--- src/rtl/bcd2b_seq.sv ---
// Sequential multi-digit BCD-to-binary converter.
// A packed BCD word is accepted on an input valid/ready handshake, then one
// digit is folded in per clock (most significant first) as acc = acc*10 + d.
// The result and a sticky invalid-digit flag are held on an output valid/ready
// handshake until the consumer takes them.
module bcd2b_seq #(
  parameter int DIGITS = 4,
  parameter int BIN_W  = 14
) (
  input  logic                  clk,
  input  logic                  rst_n,
  input  logic                  in_valid,
  output logic                  in_ready,
  input  logic [4*DIGITS-1:0]   bcd,
  output logic                  out_valid,
  input  logic                  out_ready,
  output logic [BIN_W-1:0]      bin,
  output logic                  invalid,
  output logic                  busy
);

  // 10^n evaluated at elaboration time for the width check below.
  function automatic logic [63:0] pow10(input int n);
    logic [63:0] p;
    p = 64'd1;
    for (int i = 0; i < n; i++) begin
      p = p * 64'd10;
    end
    return p;
  endfunction

  // The result register must be wide enough for the largest decimal value
  // (all nines), which also rules out any need for saturation.
  generate
    if (DIGITS < 1 || DIGITS > 8) begin : g_bad_digits
      $error("bcd2b_seq: DIGITS must be in 1..8");
    end
    if ((64'd1 << BIN_W) < pow10(DIGITS)) begin : g_bad_width
      $error("bcd2b_seq: BIN_W too small for DIGITS");
    end
  endgenerate

  localparam int CNT_W = (DIGITS > 1) ? $clog2(DIGITS) : 1;

  typedef enum logic [1:0] {
    S_IDLE,
    S_CONV,
    S_DONE
  } state_t;

  state_t                state_reg;
  logic [CNT_W-1:0]      cnt_reg;
  logic [4*DIGITS-1:0]   shift_reg;
  logic [BIN_W-1:0]      acc_reg;
  logic                  err_reg;
  logic [BIN_W-1:0]      bin_reg;
  logic                  invalid_reg;
  logic                  out_valid_reg;

  logic [3:0]            digit;
  logic                  digit_bad;
  logic [BIN_W-1:0]      acc_next;
  logic                  err_next;
  logic [4*DIGITS-1:0]   shift_next;

  // Per-digit datapath: top nibble, its validity, and the next accumulator.
  always_comb begin
    digit     = shift_reg[4*DIGITS-1 -: 4];
    digit_bad = digit[3] & (digit[2] | digit[1]);
    acc_next  = (acc_reg << 3) + (acc_reg << 1) + BIN_W'(digit);
    err_next  = err_reg | digit_bad;
  end

  // Shift left by one nibble; the vacated low nibble fills with zero.
  generate
    for (genvar gi = 0; gi < DIGITS; gi++) begin : g_shift
      if (gi == 0) begin : g_low
        assign shift_next[3:0] = 4'b0000;
      end else begin : g_mid
        assign shift_next[4*gi+3 -: 4] = shift_reg[4*gi-1 -: 4];
      end
    end
  endgenerate

  // Control FSM with all datapath and output registers.
  always_ff @(posedge clk or negedge rst_n) begin
    if (!rst_n) begin
      state_reg     <= S_IDLE;
      cnt_reg       <= '0;
      shift_reg     <= '0;
      acc_reg       <= '0;
      err_reg       <= 1'b0;
      bin_reg       <= '0;
      invalid_reg   <= 1'b0;
      out_valid_reg <= 1'b0;
    end else begin
      case (state_reg)
        S_IDLE: begin
          if (in_valid) begin
            shift_reg <= bcd;
            acc_reg   <= '0;
            err_reg   <= 1'b0;
            cnt_reg   <= CNT_W'(DIGITS - 1);
            state_reg <= S_CONV;
          end
        end
        S_CONV: begin
          shift_reg <= shift_next;
          acc_reg   <= acc_next;
          err_reg   <= err_next;
          if (cnt_reg == '0) begin
            // A bad digit anywhere forces the result to zero so a consumer
            // that ignores the flag never sees a plausible-looking number.
            bin_reg       <= err_next ? '0 : acc_next;
            invalid_reg   <= err_next;
            out_valid_reg <= 1'b1;
            state_reg     <= S_DONE;
          end else begin
            cnt_reg <= cnt_reg - 1'b1;
          end
        end
        S_DONE: begin
          if (out_ready) begin
            out_valid_reg <= 1'b0;
            state_reg     <= S_IDLE;
          end
        end
        default: state_reg <= S_IDLE;
      endcase
    end
  end

  // Handshake status decoded directly from the state register.
  assign in_ready  = (state_reg == S_IDLE);
  assign busy      = (state_reg == S_CONV) || (state_reg == S_DONE);
  assign out_valid = out_valid_reg;
  assign bin       = bin_reg;
  assign invalid   = invalid_reg;

endmodule

--- config.mk ---
export PLATFORM = sky130hd
export DESIGN_NAME = bcd2b_seq
export DESIGN_NICKNAME = d
export VERILOG_FILES = /design/src/rtl/bcd2b_seq.sv
export SDC_FILE = /design/constraint.sdc
export NUM_CORES = 1
export LEC_CHECK = 0
export BUFFER_PORTS_ARGS = -buffer_cell sky130_fd_sc_hd__buf_2
export CORE_MARGIN = 4
export CORE_UTILIZATION = 41
export CTS_BUF_LIST = sky130_fd_sc_hd__clkbuf_4 sky130_fd_sc_hd__clkbuf_8 sky130_fd_sc_hd__clkbuf_16
export DETAILED_ROUTE_END_ITERATION = 12
export GPL_TIMING_DRIVEN = 0
export SETUP_SLACK_MARGIN = 0.3
export SYNTH_ARGS = -nofsm -noshare
export SYNTH_HDL_FRONTEND = slang
export SYNTH_SLANG_ARGS = --single-unit
--- constraint.sdc ---
create_clock -name clk -period 3.2 [get_ports clk]
set_clock_uncertainty 0.15 [all_clocks]
set_input_delay 0.16 -clock clk [delete_from_list [all_inputs] [get_ports clk]]
set_output_delay 0.16 -clock clk [all_outputs]
set_load 0.01 [all_outputs]
Word level (Yosys, flattened, before mapping)
Index checks and enable logic that the tools add are counted.
{"block": "classes", "muxes": 17, "bitwise": 3, "n_eq_ne": 6, "n_reduce_logical": 10, "addsub": 3}
{"cell": "$pmux 16 s2", "n": 1}
{"cell": "$pmux 13 s2", "n": 1}
{"cell": "$mux 16", "n": 1}
{"cell": "$add 14x14->14", "n": 1}
{"cell": "$add 14x4->14", "n": 1}
{"cell": "$mux 14", "n": 1}
{"cell": "$mux 13", "n": 1}
{"cell": "$mux 2", "n": 5}
{"cell": "$reduce_and 3->1", "n": 3}
{"cell": "$ne 2x2->1 const B", "n": 4}
{"cell": "$pmux 2 s3", "n": 1}
{"cell": "$logic_not 2->1", "n": 2}
{"cell": "$pmux 1 s2", "n": 2}
{"cell": "$pmux 2 s2", "n": 1}
{"cell": "$reduce_and 2->1", "n": 2}
{"cell": "$reduce_bool 2->1", "n": 2}
{"cell": "$mux 1", "n": 3}
{"cell": "$eq 2x1->1 const B", "n": 1}
{"cell": "$eq 2x2->1 const B", "n": 1}
{"cell": "$or 1x1->1", "n": 2}
{"cell": "$sub 2x1->2 const B", "n": 1}
{"cell": "$and 1x1->1", "n": 1}
{"cell": "$logic_or 1x1->1", "n": 1}
{"block": "totals", "in_bits": 20, "wordCells": 47, "regBits": 50}

Logic depth before layout (Yosys ltp)
{"block": "logic_depth", "ltp_word": 4, "ltp_mapped": 9, "mapped_depth_nobuf": 9}

Worst setup path before layout
Ideal clock, no wire load.
{"block": "synth_path", "path_kind": "register -> register", "from": "register shift_reg[15]", "to": "register acc_reg[9]", "arrival_time_ns": 2.241, "path_stages_with_launch": 10, "setup_slack_ns": 0.688, "n_path_buf": 0, "cell_sequence": "dfrtp_1 -> inv_1 -> fa_1 -> inv_1 -> ha_1 -> a21o_1 -> nand4_1 -> a21oi_2 -> or3_1 -> a32o_2"}
{"block": "synth_between", "elab_chain_len": 2}
{"item": "start: declaration", "line": "53", "text": "logic [4*DIGITS-1:0] shift_reg;"}
{"item": "start signal: assignment", "line": "108", "text": "shift_reg <= shift_next;"}
{"item": "$add 14x4->14", "line": "70", "text": "acc_next = (acc_reg << 3) + (acc_reg << 1) + BIN_W'(digit);"}
{"item": "$pmux 13 s2", "line": "97", "text": "case (state_reg)"}
{"item": "end signal: assignment", "line": "109", "text": "acc_reg <= acc_next;"}
{"item": "end: declaration", "line": "54", "text": "logic [BIN_W-1:0] acc_reg;"}
No other way between the ends.
A chain may end at the register's enable or synchronous reset.

Worst setup path after layout
Same ends and word-level chain as after synthesis.

==> flow_summary.yaml <==
outcome:
  status: "completed"
floorplanning:
  pin_count: 38
  core_area_um2: 6531
  rows: 29
  dieHeight_um: 90.98
  die-area_um2: 8276
  die_w_um: 90.98
  start_util_pct: 43.22
hold_path:
  hold_end: "shift_reg[7]$_DFFE_PN0P_"
  worstHoldStart: "bcd[7]"
  hp-class: "input pin to flop"
  hold_depth: 3
timing:
  timing.final.setup_violations: 0
  rsz0062_at_grt: "false"
  post-route-min-period_ps: 2694
  hold_viol: 0
  setup_tns_ps: 0
  worstMarginPinSlew_ps: 1119
  finalMaxSlewViolations: 0
  relSlewSlack_pct: 25.37
  post-route-period-util_pct: 84.18
  fmax_ghz: 0.3712
synthesis:
  ys_ff_latch: 50
  synth-compound-area-share_pct: 20.26
  syn_inst: 277
  synth_top_area_share_pct: 44.33
  ys_seq_area_share_pct: 44.33
  synthMuxAreaShare_pct: 5.009
  synth_top_family_by_area: "compound AO/OA/AOI/OAI gates"
  postSynthAreaPerCell_um2: 10.19
  synthAdderAreaFrac_pct: 12.94
  ys_types: 40
  synthSimpleGateAreaFrac_pct: 11.57
  syn-num-nets: 325
  synth_warnings: 0
  synth_xor_xnor_area_share_pct: 2.172
  synth_top_area_cell: "dfrtp_1"
  synth.area.top_cells: "dfrtp_1, ha_1, a22o_1"
  syn-cell-area_um2: 2823
placement:
  dp_hpwl_um: 4628
  portBuffers: 37
  gp_congestion: 0.8674
finish:
  drive_above_1_share_pct: 18.71
  diodes: 0
  fin_util_pct: 49.83
  nets: 373
  largest_reg_flops: 16
  area.growth.synth_to_final_pct: 15.29
  fillCellCount: 622
drt:
  drc_errors: 0
  wl_per_cell_um: 15.63
  drt_iter0_drc: 107
  finalWirelength_um: 6298
  ant_nets: 0
  num_vias: 2206
  viasPerCell: 5.474
  dr.pass1.iters: 4
power:
  power_switching_w: 0.001188
  power.internal_w: 0.001685
  switching_share_pct: 41.36
  powerDensity_nw_per_um2: 882.8
  combPwrFrac_pct: 48.6
  ir_drop_uv: 403.1
  leakage_nw: 1.663
  power.share.clock_pct: 15.1
  seq_power_share_pct: 36.4
critical_path:
  worst-path-buf-inv: 2
  cp.arrival_ps: 2750
  criticalPathCategory: "flop to flop"
  cp-end-kind: "flop"
  startpoint_type: "flop"
  cp.required_ps: 3260
  critPathTopFamily: "adder cells"
  worstReg2RegStart: "shift_reg[15]$_DFFE_PN0P_"
  cp_max_fo: 3
  crit_path_max_incr_delay_ps: 590
  r2r_cells: 9
  cpMostUsedCell: "inv_1"
  r2r_setup_slack_ps: 510
  path_cells: "inv_1, fa_1, inv_1, ha_1, a21o_1, nand4_1, a21oi_2, or3_1, a32o_2"
  r2r-end: "acc_reg[9]$_DFFE_PN0P_"
  cp_slowest_cell: "fa_1"
global_routing:
  grt_pass1_wl_um: 11060
  antenna_found_initial: 0
  grt_usage_pct: 16.40
  grt_pass1_vias: 2381
  grt_max_degree: 51
  grt-ovfl-total: 0
clock_network:
  cts_root_buf: "clkbuf_8"
  cts.clk_slew.worst_paths_ps: 100
  tritoncts: "yes"
  numCtsBuffers: 5
  htree_levels: 2
  clock_latency_ps: 310
  clock-sinks: 50
  cts_max_path_buffers: 2
job:
  drv_cap: 0
-- Yosys cell counts, drive strengths merged --
master / instances
dfrtp: 50
nand2: 36
ha: 26
o21ai: 24
a21oi: 17
a22o: 16
inv: 16
mux2i: 13
nor2: 9
buf: 6
o211ai: 6
xnor2: 6
nand2b: 5
a32o: 4
and3: 4
clkbuf: 4
a21o: 3
a22oi: 3
nand3: 3
nand4: 3
or3: 3
a211o: 2
a211oi: 2
and2: 2
and4: 2
fa: 2
nor3: 2
o2111ai: 2
a31oi: 1
mux2: 1
o21a: 1
o22ai: 1
o31ai: 1
xor2: 1
-- tightest hold or removal path, stage by stage --
cell     delay, ps
buf_2           70
mux2i_1         50
o21ai_0        140
-- timing repair --
item,CTS,global route
endpoints found under the setup margin,0,1
resized for setup,0,1
setup buffers,0,0
endpoints found under the hold margin,53,0
hold buffers,4,0
-- cells by family (layout without fill, tap and decap cells) --
group                    Yosys count  count (layout)
AO/OA/AOI/OAI                     83              83
XOR/XNOR                           7               7
adder cells (fa/ha/maj)           28              28
buffers and inverters             26              75
flip-flops                        50              50
multiplexers                      14              14
AND/OR/NAND/NOR                   69              69
-- power groups by stage --
stage	logic, W	clock network [W]	registers [W]
after floorplan	0.000994	0	0.00106
after global placement	0.00138	0	0.00105
after detailed placement	0.00141	0	0.00106
after CTS	0.00142	0.000448	0.00105
after global routing	0.00159	0.000477	0.00108
final	0.00140	0.000433	0.00104
-- cell type report --
type                            count  area [um^2]  share of cell area [%]
Buffer                             10        45.04                   1.384
Clock buffer                        8        110.1                   3.383
Inverter                           16        60.06                   1.845
Multi-Input combinational cell    201         1466                   45.06
Sequential cell                    50         1251                   38.45
Tap cell                           77        96.34                   2.960
Timing Repair Buffer               41        225.2                   6.920
-- per-stage QoR --
stage / setup WS, ps / cell area (um^2) / total power (W) / instances / hold slack (ps)
3_5_place_dp: 454.6 / 3104 / 0.002473 / 391 / 306.5
2_1_floorplan: 688.0 / 2823 / 0.002053 / 277 / -285.6
6_report: 506.2 / 3254 / 0.002873 / 403 / 4.018
5_1_grt: 369.6 / 3254 / 0.003151 / 403 / 13.16
3_3_place_gp: 528.8 / 3104 / 0.002439 / 391 / 296.3
4_1_cts: 434.5 / 3254 / 0.002917 / 403 / 1.324
-- cell usage in the layout, fill, tap and decap left out, types with 8 or more instances in the layout --
cell	synthesis	routed
dfrtp_1	50	50
buf_2	6	43
nand2_1	36	36
ha_1	26	26
o21ai_0	24	23
inv_1	16	16
a22o_1	16	16
a21oi_1	14	14
mux2i_1	13	13
nor2_1	9	9
clkbuf_8	0	8
-- worst max-delay path by stage --
stage                              startpoint                       to  slack, ps  depth (start not counted)
floorplan           shift_reg[15]$_DFFE_PN0P_   acc_reg[9]$_DFFE_PN0P_        690                          9
global placement    shift_reg[15]$_DFFE_PN0P_      bin[13]$_DFFE_PN0P_        530                          9
detailed placement  shift_reg[15]$_DFFE_PN0P_      bin[13]$_DFFE_PN0P_        450                          9
CTS                 shift_reg[15]$_DFFE_PN0P_      bin[13]$_DFFE_PN0P_        430                          9
global route        shift_reg[15]$_DFFE_PN0P_  acc_reg[11]$_DFFE_PN0P_        370                          9
finish              shift_reg[15]$_DFFE_PN0P_   acc_reg[9]$_DFFE_PN0P_        510                          9
-- routing by layer --
layer	vias up	global-route usage, %	wire (um)
met1	1046	21.04	2985
met2	50	26.73	2886
met4	0	4.899	89
met5	-	0	0
li1	1101	-	-
met3	9	5.041	335
Power figures use the tool's default switching activity.
